## src/rtl/p_shfrot_stage.sv

```systemverilog
// p_shfrot_stage: two-stage issue/result wrapper around the external packed shift/rotate
// datapath. S1 holds decoded operands that drive the shifter; S2 holds the response.
module p_shfrot_stage (
   input  logic        g_clk,
   input  logic        g_resetn,
   input  logic        flush,
   input  logic        req_valid,
   output logic        req_ready,
   input  logic [1:0]  req_op,
   input  logic [2:0]  req_pw,
   input  logic        req_imm_sel,
   input  logic [4:0]  req_imm,
   input  logic [31:0] crs1,
   input  logic [31:0] crs2,
   output logic [31:0] sh_crs1,
   output logic [4:0]  sh_shamt,
   output logic [4:0]  sh_pw,
   output logic        sh_shift,
   output logic        sh_rotate,
   output logic        sh_left,
   output logic        sh_right,
   input  logic [31:0] sh_result,
   output logic        rsp_valid,
   input  logic        rsp_ready,
   output logic [31:0] rsp_result,
   output logic        rsp_trap
);

   localparam int unsigned XLEN = 32;

   // Request decode
   logic [4:0] dec_pw;
   logic [4:0] dec_mask;
   logic       dec_ill;
   logic [4:0] raw_shamt;
   logic       unused_crs2;

   always_comb begin
      dec_pw   = 5'b00000;
      dec_mask = 5'h00;
      dec_ill  = 1'b0;
      case (req_pw)
         3'd0:    begin dec_pw = 5'b00001; dec_mask = 5'h1f; end
         3'd1:    begin dec_pw = 5'b00010; dec_mask = 5'h0f; end
         3'd2:    begin dec_pw = 5'b00100; dec_mask = 5'h07; end
         3'd3:    begin dec_pw = 5'b01000; dec_mask = 5'h03; end
         3'd4:    begin dec_pw = 5'b10000; dec_mask = 5'h01; end
         default: dec_ill = 1'b1;
      endcase
   end

   assign raw_shamt   = req_imm_sel ? req_imm : crs2[4:0];
   assign unused_crs2 = ^crs2[31:5];

   // Pipeline state
   logic            s1_v_q,     s1_v_d;
   logic [XLEN-1:0] s1_crs1_q,  s1_crs1_d;
   logic [4:0]      s1_pw_q,    s1_pw_d;
   logic [1:0]      s1_op_q,    s1_op_d;
   logic            s1_ill_q,   s1_ill_d;
   logic [4:0]      s1_shamt_q, s1_shamt_d;

   logic            rsp_valid_q,  rsp_valid_d;
   logic [XLEN-1:0] rsp_result_q, rsp_result_d;
   logic            rsp_trap_q,   rsp_trap_d;

   logic s1_adv;
   logic req_acc;

   assign s1_adv    = s1_v_q && (!rsp_valid_q || rsp_ready);
   assign req_ready = !flush && (!s1_v_q || s1_adv);
   assign req_acc   = req_valid && req_ready;

   always_comb begin
      s1_v_d     = s1_v_q;
      s1_crs1_d  = s1_crs1_q;
      s1_pw_d    = s1_pw_q;
      s1_op_d    = s1_op_q;
      s1_ill_d   = s1_ill_q;
      s1_shamt_d = s1_shamt_q;
      if (flush) begin
         s1_v_d = 1'b0;
      end else if (req_acc) begin
         s1_v_d     = 1'b1;
         s1_crs1_d  = crs1;
         s1_pw_d    = dec_pw;
         s1_op_d    = req_op;
         s1_ill_d   = dec_ill;
         s1_shamt_d = raw_shamt & dec_mask;
      end else if (s1_adv) begin
         s1_v_d = 1'b0;
      end
   end

   always_comb begin
      rsp_valid_d  = rsp_valid_q;
      rsp_result_d = rsp_result_q;
      rsp_trap_d   = rsp_trap_q;
      if (flush) begin
         rsp_valid_d = 1'b0;
      end else if (s1_adv) begin
         rsp_valid_d  = 1'b1;
         rsp_result_d = s1_ill_q ? '0 : sh_result;
         rsp_trap_d   = s1_ill_q;
      end else if (rsp_ready) begin
         rsp_valid_d = 1'b0;
      end
   end

   always_ff @(posedge g_clk) begin
      if (!g_resetn) begin
         s1_v_q       <= 1'b0;
         s1_crs1_q    <= '0;
         s1_pw_q      <= '0;
         s1_op_q      <= '0;
         s1_ill_q     <= 1'b0;
         s1_shamt_q   <= '0;
         rsp_valid_q  <= 1'b0;
         rsp_result_q <= '0;
         rsp_trap_q   <= 1'b0;
      end else begin
         s1_v_q       <= s1_v_d;
         s1_crs1_q    <= s1_crs1_d;
         s1_pw_q      <= s1_pw_d;
         s1_op_q      <= s1_op_d;
         s1_ill_q     <= s1_ill_d;
         s1_shamt_q   <= s1_shamt_d;
         rsp_valid_q  <= rsp_valid_d;
         rsp_result_q <= rsp_result_d;
         rsp_trap_q   <= rsp_trap_d;
      end
   end

   // Shifter inputs stay at zero unless a legal op sits in S1, keeping the datapath quiet.
   logic sh_drive;
   assign sh_drive  = s1_v_q && !s1_ill_q;

   assign sh_crs1   = sh_drive ? s1_crs1_q  : '0;
   assign sh_shamt  = sh_drive ? s1_shamt_q : '0;
   assign sh_pw     = sh_drive ? s1_pw_q    : '0;
   assign sh_shift  = sh_drive && !s1_op_q[1];
   assign sh_rotate = sh_drive &&  s1_op_q[1];
   assign sh_left   = sh_drive &&  s1_op_q[0];
   assign sh_right  = sh_drive && !s1_op_q[0];

   assign rsp_valid  = rsp_valid_q;
   assign rsp_result = rsp_result_q;
   assign rsp_trap   = rsp_trap_q;

endmodule

```

## config.mk

```make
export PLATFORM = sky130hd
export DESIGN_NAME = p_shfrot_stage
export DESIGN_NICKNAME = d
export VERILOG_FILES = /design/src/rtl/p_shfrot_stage.sv
export SDC_FILE = /design/constraint.sdc
export NUM_CORES = 1
export LEC_CHECK = 0
export BUFFER_PORTS_ARGS = -buffer_cell sky130_fd_sc_hd__buf_2
export CORE_MARGIN = 3
export CORE_UTILIZATION = 29
export CTS_CLUSTER_DIAMETER = 100
export DETAILED_ROUTE_END_ITERATION = 10
export HOLD_SLACK_MARGIN = 0.05
export PLACE_DENSITY = 0.58
export SLEW_MARGIN = 20
export SYNTH_ARGS = -nofsm -noshare
export SYNTH_HDL_FRONTEND = slang
export SYNTH_SLANG_ARGS = --single-unit
```

## constraint.sdc

```tcl
create_clock -name g_clk -period 1 [get_ports g_clk]
set_input_delay 0.2 -clock g_clk [delete_from_list [all_inputs] [get_ports g_clk]]
set_output_delay 0.2 -clock g_clk [all_outputs]
set_load 0.1 [all_outputs]
```

==> qor.yml, run 1 <==
global_route.overflow_total: 0
stdcell_area_um2: 8282
detail-route-antenna-nets: 0
power.leakage_nw: 3.072
htree_num_levels: 3
synth_sequential_area_ratio_pct: 41.32
drive_gt1_share_pct: 76.99
tritoncts.num_buffers: 9
timing_worst_setup_path_type: "flip-flop to output port"
ys_async_sr_fraction_pct: 0
final-setup-viol-count: 161
netlist.top_cell.by_area: "sky130_fd_sc_hd__dfxtp_1"
netlist_instances: 436
totalWireLength_um: 15580
drt-pass1-iter-count: 4
fp.coreArea_um2: 12820
post_synth_top_area_share_pct: 41.32
timing.fmax_mhz: 607.1
start_util_pct: 30.22
worst_path_largest_cell_delay_ps: 320
endpoint_arrival_time_on_the_critical_path_ps: 1450
holdCritPathClass: "input port to flip-flop"
clock_sinks: 80
fin_crit_sh_pct: 164.7
die_width_um: 121.6
critical_path.max_fanout: 31
nNetsFinal: 760
insertion_delay_ps: 330
synthesis.area_per_instance_um2: 8.890
chipHeight_um: 121.6
globalplace.congestion: 0.7798
gr_usage_total_pct: 18.64
timing.final.ws_setup_ps: -647.2
power.ir.vdd_worst_mv: 0.6389
die_area_um2: 14790
top_level_ports: 193
synth_fp_nets: 548
port_buffers: 165
synth.cell_area_um2: 3876
violations: "setup timing"
worst_slew_pin_slew_ps: 320.1
final_max_slew_viol_count: 0
ys_dominant_reg_cell: "sky130_fd_sc_hd__dfxtp_1"
detail_route.drc_violations: 0
total_power_mw: 8.123
netlist-cell-type-count: 35
end_kind: "output port"
syn2layout_area_growth_pct: 113.7
critical-path-top-cell-by-count: "sky130_fd_sc_hd__buf_12"
post-route-min-period_ps: 1647
timing.critical_path.required_ps: 800
tritoncts: "built"
path_delay_family: "simple AND/OR/NAND/NOR gates"
crit_path_start_kind: "flip-flop"
critical_path_cell_sequence: "and2b_2, buf_12, and2_4, buf_12"
synth.area.top_cells: "sky130_fd_sc_hd__dfxtp_1, sky130_fd_sc_hd__nand4b_1, sky130_fd_sc_hd__and2_1, sky130_fd_sc_hd__a21oi_1, sky130_fd_sc_hd__a21oi_2"
power_density_nw_per_um2: 980.8
run_status: "finished, violations left"
grt_first_pass_wirelength_um: 21990
vias_per_cell: 5.232
hpwl_um: 9206
dpl_cell_area_um2: 6518
report.final.hold_viol_count: 0
yosysWarnings: 0
grt_antenna_before_repair: 0
clock_tree.root_cell: "sky130_fd_sc_hd__clkbuf_16"
fillCellCount: 973
grt_start_max_net_pins: 37
max_slew_margin_pct: 78.66
number_of_flops_mapped_to_enable_cells_by_yosys: 0
vias_in_the_first_global_route: 4224
clockBufferDepth: 2
num_rows: 41
critical_path.n_buffers_inverters: 2
routedWlPerCell_um: 18.91
yosys_register_bits: 80
rsz0062_at_grt: "true"
drt_iter0_drc: 332
cap_viol_max_count: 0
detailed_route_via_count: 4311
clock_edge_transition_at_the_registers_on_the_reported_setup_and_hold_paths_ps: 60
final.setup_skew_ps: 3.546
diodes: 0
critical_path.slowest_cell: "sky130_fd_sc_hd__dfxtp_2"
worst min-delay path: stages:
cell,delay [ps]
sky130_fd_sc_hd__buf_2,100
sky130_fd_sc_hd__nand3_2,50
sky130_fd_sc_hd__a21oi_2,40
layout by cell type, fill, tap and decap left out, types with 15 or more instances in the layout:
master	synthesis	routed
sky130_fd_sc_hd__clkbuf_16	0	15
sky130_fd_sc_hd__nand3_2	0	20
sky130_fd_sc_hd__and2_4	0	44
sky130_fd_sc_hd__a21oi_2	25	45
sky130_fd_sc_hd__nand4b_1	33	33
sky130_fd_sc_hd__o21ai_2	25	40
sky130_fd_sc_hd__buf_4	3	29
sky130_fd_sc_hd__buf_2	14	84
sky130_fd_sc_hd__o21ai_4	0	24
sky130_fd_sc_hd__a21oi_1	49	29
sky130_fd_sc_hd__dfxtp_1	80	44
sky130_fd_sc_hd__buf_12	0	101
sky130_fd_sc_hd__dfxtp_2	0	27
registers in the layout, summed over array words and instances (netlist names):
| signal | count |
|---|---|
| s1_ill_q | 1 |
| s1_v_q | 1 |
| s1_shamt_q | 5 |
| rsp_valid | 1 |
| rsp_result | 32 |
| s1_crs1_q | 32 |
| s1_op_q | 2 |
| s1_pw_q | 5 |
| rsp_trap | 1 |
stage by stage:
step	hold WS [ps]	TNS (ps)	instances	utilization (%)	setup slack [ps]
finish	104.3	-57700	824	64.58	-647.2
global placement	453.0	-24000	758	50.82	-267.5
floorplan	335.3	-33020	436	-	-608.4
detailed placement	455.5	-25290	758	50.82	-287.9
CTS	108.4	-56690	803	58.41	-652.5
global route	110.9	-64990	824	64.58	-687.5
layer usage:
| layer | vias to the layer above | routed length, um | GRT usage (%) |
|---|---|---|---|
| met2 | 170 | 7914 | 31.19 |
| met5 | - | 0 | 0 |
| li1 | 2010 | - | - |
| met4 | 0 | 309 | 7.003 |
| met3 | 23 | 859 | 3.482 |
| met1 | 2108 | 6496 | 23.92 |
area by class of cell:
type / instances / area (um2) / area share, %
timing repair buffer: 248 / 3291 / 39.73
multi-input combinational: 307 / 2821 / 34.07
sequential: 80 / 1669 / 20.15
inverter: 2 / 7.507 / 0.09065
clock buffer: 15 / 277.8 / 3.354
tap: 172 / 215.2 / 2.599
synthesized netlist by cell type (3+ instances only):
library cell and n:
sky130_fd_sc_hd__o21ai_1 25, sky130_fd_sc_hd__o21ai_2 25, sky130_fd_sc_hd__dfxtp_1 80, sky130_fd_sc_hd__nand4_1 5, sky130_fd_sc_hd__nor2b_1 3, sky130_fd_sc_hd__mux2_2 5
sky130_fd_sc_hd__a21oi_1 49, sky130_fd_sc_hd__nand2b_1 3, sky130_fd_sc_hd__clkbuf_1 22, sky130_fd_sc_hd__buf_6 7, sky130_fd_sc_hd__nand3_1 37, sky130_fd_sc_hd__buf_4 3
sky130_fd_sc_hd__a21oi_2 25, sky130_fd_sc_hd__nand2_1 6, sky130_fd_sc_hd__nand4b_1 33, sky130_fd_sc_hd__and2_1 44, sky130_fd_sc_hd__buf_2 14, sky130_fd_sc_hd__nor2_1 7
sky130_fd_sc_hd__o21ai_0 24
report_power, final:
part / total (mW) / internal [mW] / switching [mW]
Combinational: 1.67 / 0.742 / 0.931
Sequential: 3.38 / 3.28 / 0.103
Clock: 3.07 / 1.87 / 1.20
Total: 8.12 / 5.89 / 2.23
timing repair:
item | in CTS | in global routing
pin swaps | 63 | 119
hold buffers | 0 | 0
buffers inserted | 17 | 19
gates resized for setup | 63 | 123
cloned | 13 | 8
setup endpoints to repair | 160 | 161
final timing paths:
path,from,endpoint,slack [ps],depth (start not counted)
max reg2reg,s1_v_q,rsp_result[19],-440,8
max,s1_ill_q,sh_crs1[4],-650,4
min reg2reg,s1_crs1_q[8],s1_crs1_q[8],470,2
min,crs1[26],s1_crs1_q[26],100,3
logic make-up after synthesis:
group           Yosys count  share of synthesized area, %
compound gates          152                         25.02
simple gates            148                         24.56
flops                    80                         41.32
buf+inv                  49                         7.134
mux                       7                         1.969
(Power assumes the default switching activity.)
==> run 2: changes to the inputs <==
--- a/config.mk
+++ b/config.mk
@@ -6,12 +6,15 @@
 export NUM_CORES = 1
 export LEC_CHECK = 0
 export BUFFER_PORTS_ARGS = -buffer_cell sky130_fd_sc_hd__buf_2
+export CELL_PAD_IN_SITES_DETAIL_PLACEMENT = 1
+export CELL_PAD_IN_SITES_GLOBAL_PLACEMENT = 1
 export CORE_MARGIN = 3
 export CORE_UTILIZATION = 29
 export CTS_CLUSTER_DIAMETER = 100
 export DETAILED_ROUTE_END_ITERATION = 10
+export GPL_TIMING_DRIVEN = 0
 export HOLD_SLACK_MARGIN = 0.05
-export PLACE_DENSITY = 0.58
+export PLACE_DENSITY = 0.76
 export SLEW_MARGIN = 20
 export SYNTH_ARGS = -nofsm -noshare
 export SYNTH_HDL_FRONTEND = slang
==> run 2 against run 1 <==
The run still ends with setup timing left. Largest cell class unchanged. Clock skew rose by 7.8 ps. Count of clock-buffer cells in the layout fell by 2. Critical path depth did not move. Power rose by 6.7%. Via count rose by 6.8%. Clock power rose by 18%. Largest power group is now the clock network. Core utilization rose by 0.29 points. Register-to-register slack got worse by 90 ps.
==> qor.yml, run 2 (synthesis gave the netlist of run 1 again) <==
run_status: "finished, violations left"
violations: "setup timing"
use_met2_pct: 46.11  # +15 points
gr_usage_total_pct: 25.26  # +6.6 points
tritoncts: "built"
global_route.overflow_total: 0  # unchanged
start_util_pct: 30.22  # unchanged
insertion_delay_ps: 350  # +20 ps
end_kind: "output port"
vias_in_the_first_global_route: 5016  # +19%
clock_edge_transition_at_the_registers_on_the_reported_setup_and_hold_paths_ps: 70  # about the same
layout_common_cells: "sky130_fd_sc_hd__buf_2, sky130_fd_sc_hd__buf_12, sky130_fd_sc_hd__a21oi_2"
power.leakage_nw: 3.131  # +1.9%
report.final.hold_viol_count: 0  # unchanged
clockBufferDepth: 2  # unchanged
worst_hold_slack_ps: 100.4  # -3.963 ps
layout.cells.most_common: "sky130_fd_sc_hd__buf_2"
num_rows: 41  # unchanged
port_buffers: 165  # unchanged
critical_path_cell_sequence: "and2b_4, clkbuf_8, and2_4, buf_12"
detail_route.drc_violations: 0  # unchanged
dpl_cell_area_um2: 5255  # -19%
max_slew_margin_pct: 44.82  # -34 points
seqPwrFrac_pct: 39.0  # -2.6 points
power.share.combinational_pct: 19.1  # -1.5 points
power_density_nw_per_um2: 1042  # +6.2%
tritoncts.num_buffers: 9  # unchanged
total_power_mw: 8.667  # +6.7%
worst_path_largest_cell_delay_ps: 370  # +50 ps
clock_sinks: 80  # unchanged
vias_per_cell: 5.436  # +3.9%
stdcell_area_um2: 8319  # +0.45%
p_clk_share_pct: 41.8  # +4.0 points
drt-pass1-iter-count: 4  # unchanged
timing.fmax_mhz: 551.2  # -9.2%
nNetsFinal: 782  # +2.9%
hpwl_um: 10400  # +13%
globalplace.congestion: 0.8070  # +3.5%
fin_tns_setup_ps: -72940  # -15,230 ps
path_delay_family: "simple AND/OR/NAND/NOR gates"
clock_tree.root_cell: "sky130_fd_sc_hd__clkbuf_16"
worst_slew_pin_slew_ps: 827.7  # +507.6 ps
fin_crit_sh_pct: 181.4  # +17 points
critical_path.max_fanout: 6  # -81%
timing_worst_setup_path_type: "flip-flop to output port"
switching_share_of_total_power_pct: 29.12  # +1.7 points
chipHeight_um: 121.6  # unchanged
routedWlPerCell_um: 25.63  # +36%
final_max_slew_viol_count: 0  # unchanged
endpoint_arrival_time_on_the_critical_path_ps: 1610  # +160 ps
fp.coreArea_um2: 12820  # unchanged
power_switching_mw: 2.524  # +13%
totalWireLength_um: 21710  # +39%
fillCellCount: 1301  # +34%
holdCritPathClass: "input port to flip-flop"
crit_path_start_kind: "flip-flop"
htree_num_levels: 3  # unchanged
detail-route-antenna-nets: 0  # unchanged
critical_path.n_buffers_inverters: 2  # unchanged
grt_first_pass_wirelength_um: 28570  # +30%
grt_use_met3_pct: 4.457  # +0.97 points
grt_start_max_net_pins: 13  # -65%
die_width_um: 121.6  # unchanged
cap_viol_max_count: 0  # unchanged
grt_antenna_before_repair: 2  # +2
timing.final.ws_setup_ps: -814.2  # -167.0 ps
detailed_route_via_count: 4604  # +6.8%
final-setup-viol-count: 161  # unchanged
die_area_um2: 14790  # unchanged
power.ir.vdd_worst_mv: 0.7654  # +20%
layout.cells.non_filler: 847  # +2.8%
cell_total_after_placement: 773  # +2.0%
grt-busiest-layer: "met2"
global_route.usage.met1_pct: 28.86  # +4.9 points
drive_gt1_share_pct: 74.48  # -2.5 points
final.setup_skew_ps: 11.33  # +7.784 ps
rsz0062_at_grt: "true"
p_int_mw: 6.144  # +4.2%
critical_path.slowest_cell: "sky130_fd_sc_hd__and2b_4"
top_level_ports: 193  # unchanged
drt_iter0_drc: 257  # -23%
syn2layout_area_growth_pct: 114.6
post-route-min-period_ps: 1814  # +167.0 ps
timing.critical_path.required_ps: 800  # about the same
run 2: cell types whose count changed in the layout (fill, tap and decap cells not counted), moves of 6 or more:
cell / delta
sky130_fd_sc_hd__o21ai_2: -20
sky130_fd_sc_hd__o21ai_1: +17
sky130_fd_sc_hd__buf_6: +13
sky130_fd_sc_hd__buf_2: +10
sky130_fd_sc_hd__buf_12: -8
sky130_fd_sc_hd__buf_4: -8
sky130_fd_sc_hd__buf_16: -6
sky130_fd_sc_hd__clkbuf_8: +6
run 2: final timing paths:
check,startpoint,to,slack [ps],cells past startpoint
min reg2reg,s1_pw_q[3],s1_pw_q[3],480,2
min,crs1[30],s1_crs1_q[30],100,3
max reg2reg,s1_v_q,s1_pw_q[3],-530,6
max,s1_ill_q,sh_shamt[3],-810,4
run 2: what timing repair did:
action / in CTS / in global routing
hold buffers: 0 / 0
gates cloned: 16 / 2
pin swaps: 90 / 52
resized for setup: 439 / 100
endpoints found under the setup margin: 161 / 161
setup buffers: 31 / 18
run 2: per-stage QoR:
| stage | setup slack [ps] | utilization (%) |
|---|---|---|
| after floorplan | -608.4 | - |
| after global placement | -726.2 | 40.98 |
| after detailed placement | -731.1 | 40.98 |
| after CTS | -769.3 | 61.01 |
| after global routing | -844.6 | 64.87 |
| final | -814.2 | 64.87 |
run 2: power by group through the flow:
stage | Sequential (mW) | Combinational (mW) | Clock [mW]
2_1_floorplan | 3.62 | 0.605 | 0
3_3_place_gp | 3.43 | 1.13 | 0
3_5_place_dp | 3.44 | 1.16 | 0
4_1_cts | 3.38 | 1.48 | 3.60
5_1_grt | 3.39 | 1.74 | 3.78
6_report | 3.38 | 1.66 | 3.63
run 2: worst reg2reg max path, cell delays in order (launching register included):
cell and delay (ps):
sky130_fd_sc_hd__dfxtp_4 360, sky130_fd_sc_hd__and3b_2 260, sky130_fd_sc_hd__buf_6 130, sky130_fd_sc_hd__buf_12 140
sky130_fd_sc_hd__buf_12 130, sky130_fd_sc_hd__nor2_4 220, sky130_fd_sc_hd__mux2i_1 220
run 2: layout make-up:
class | count | area, um2 | area share [%]
inverters | 2 | 7.507 | 0.09024
clock inverters | 2 | 35.03 | 0.4211
multi-input cells | 308 | 2764 | 33.22
well taps | 172 | 215.2 | 2.587
plain buffers | 44 | 488.0 | 5.866
flip-flops and latches | 80 | 1682 | 20.21
repair buffers | 225 | 2844 | 34.19
diodes | 1 | 2.502 | 0.03008
clock buffers | 13 | 281.5 | 3.384
run 2: metal layers:
| layer | share of wire (%) | routed length (um) |
|---|---|---|
| met1 | 38 | 8219 |
| met2 | 54 | 11780 |
| met3 | 4.6 | 1009 |
| met4 | 3.1 | 681 |
| met5 | 0.060 | 13 |
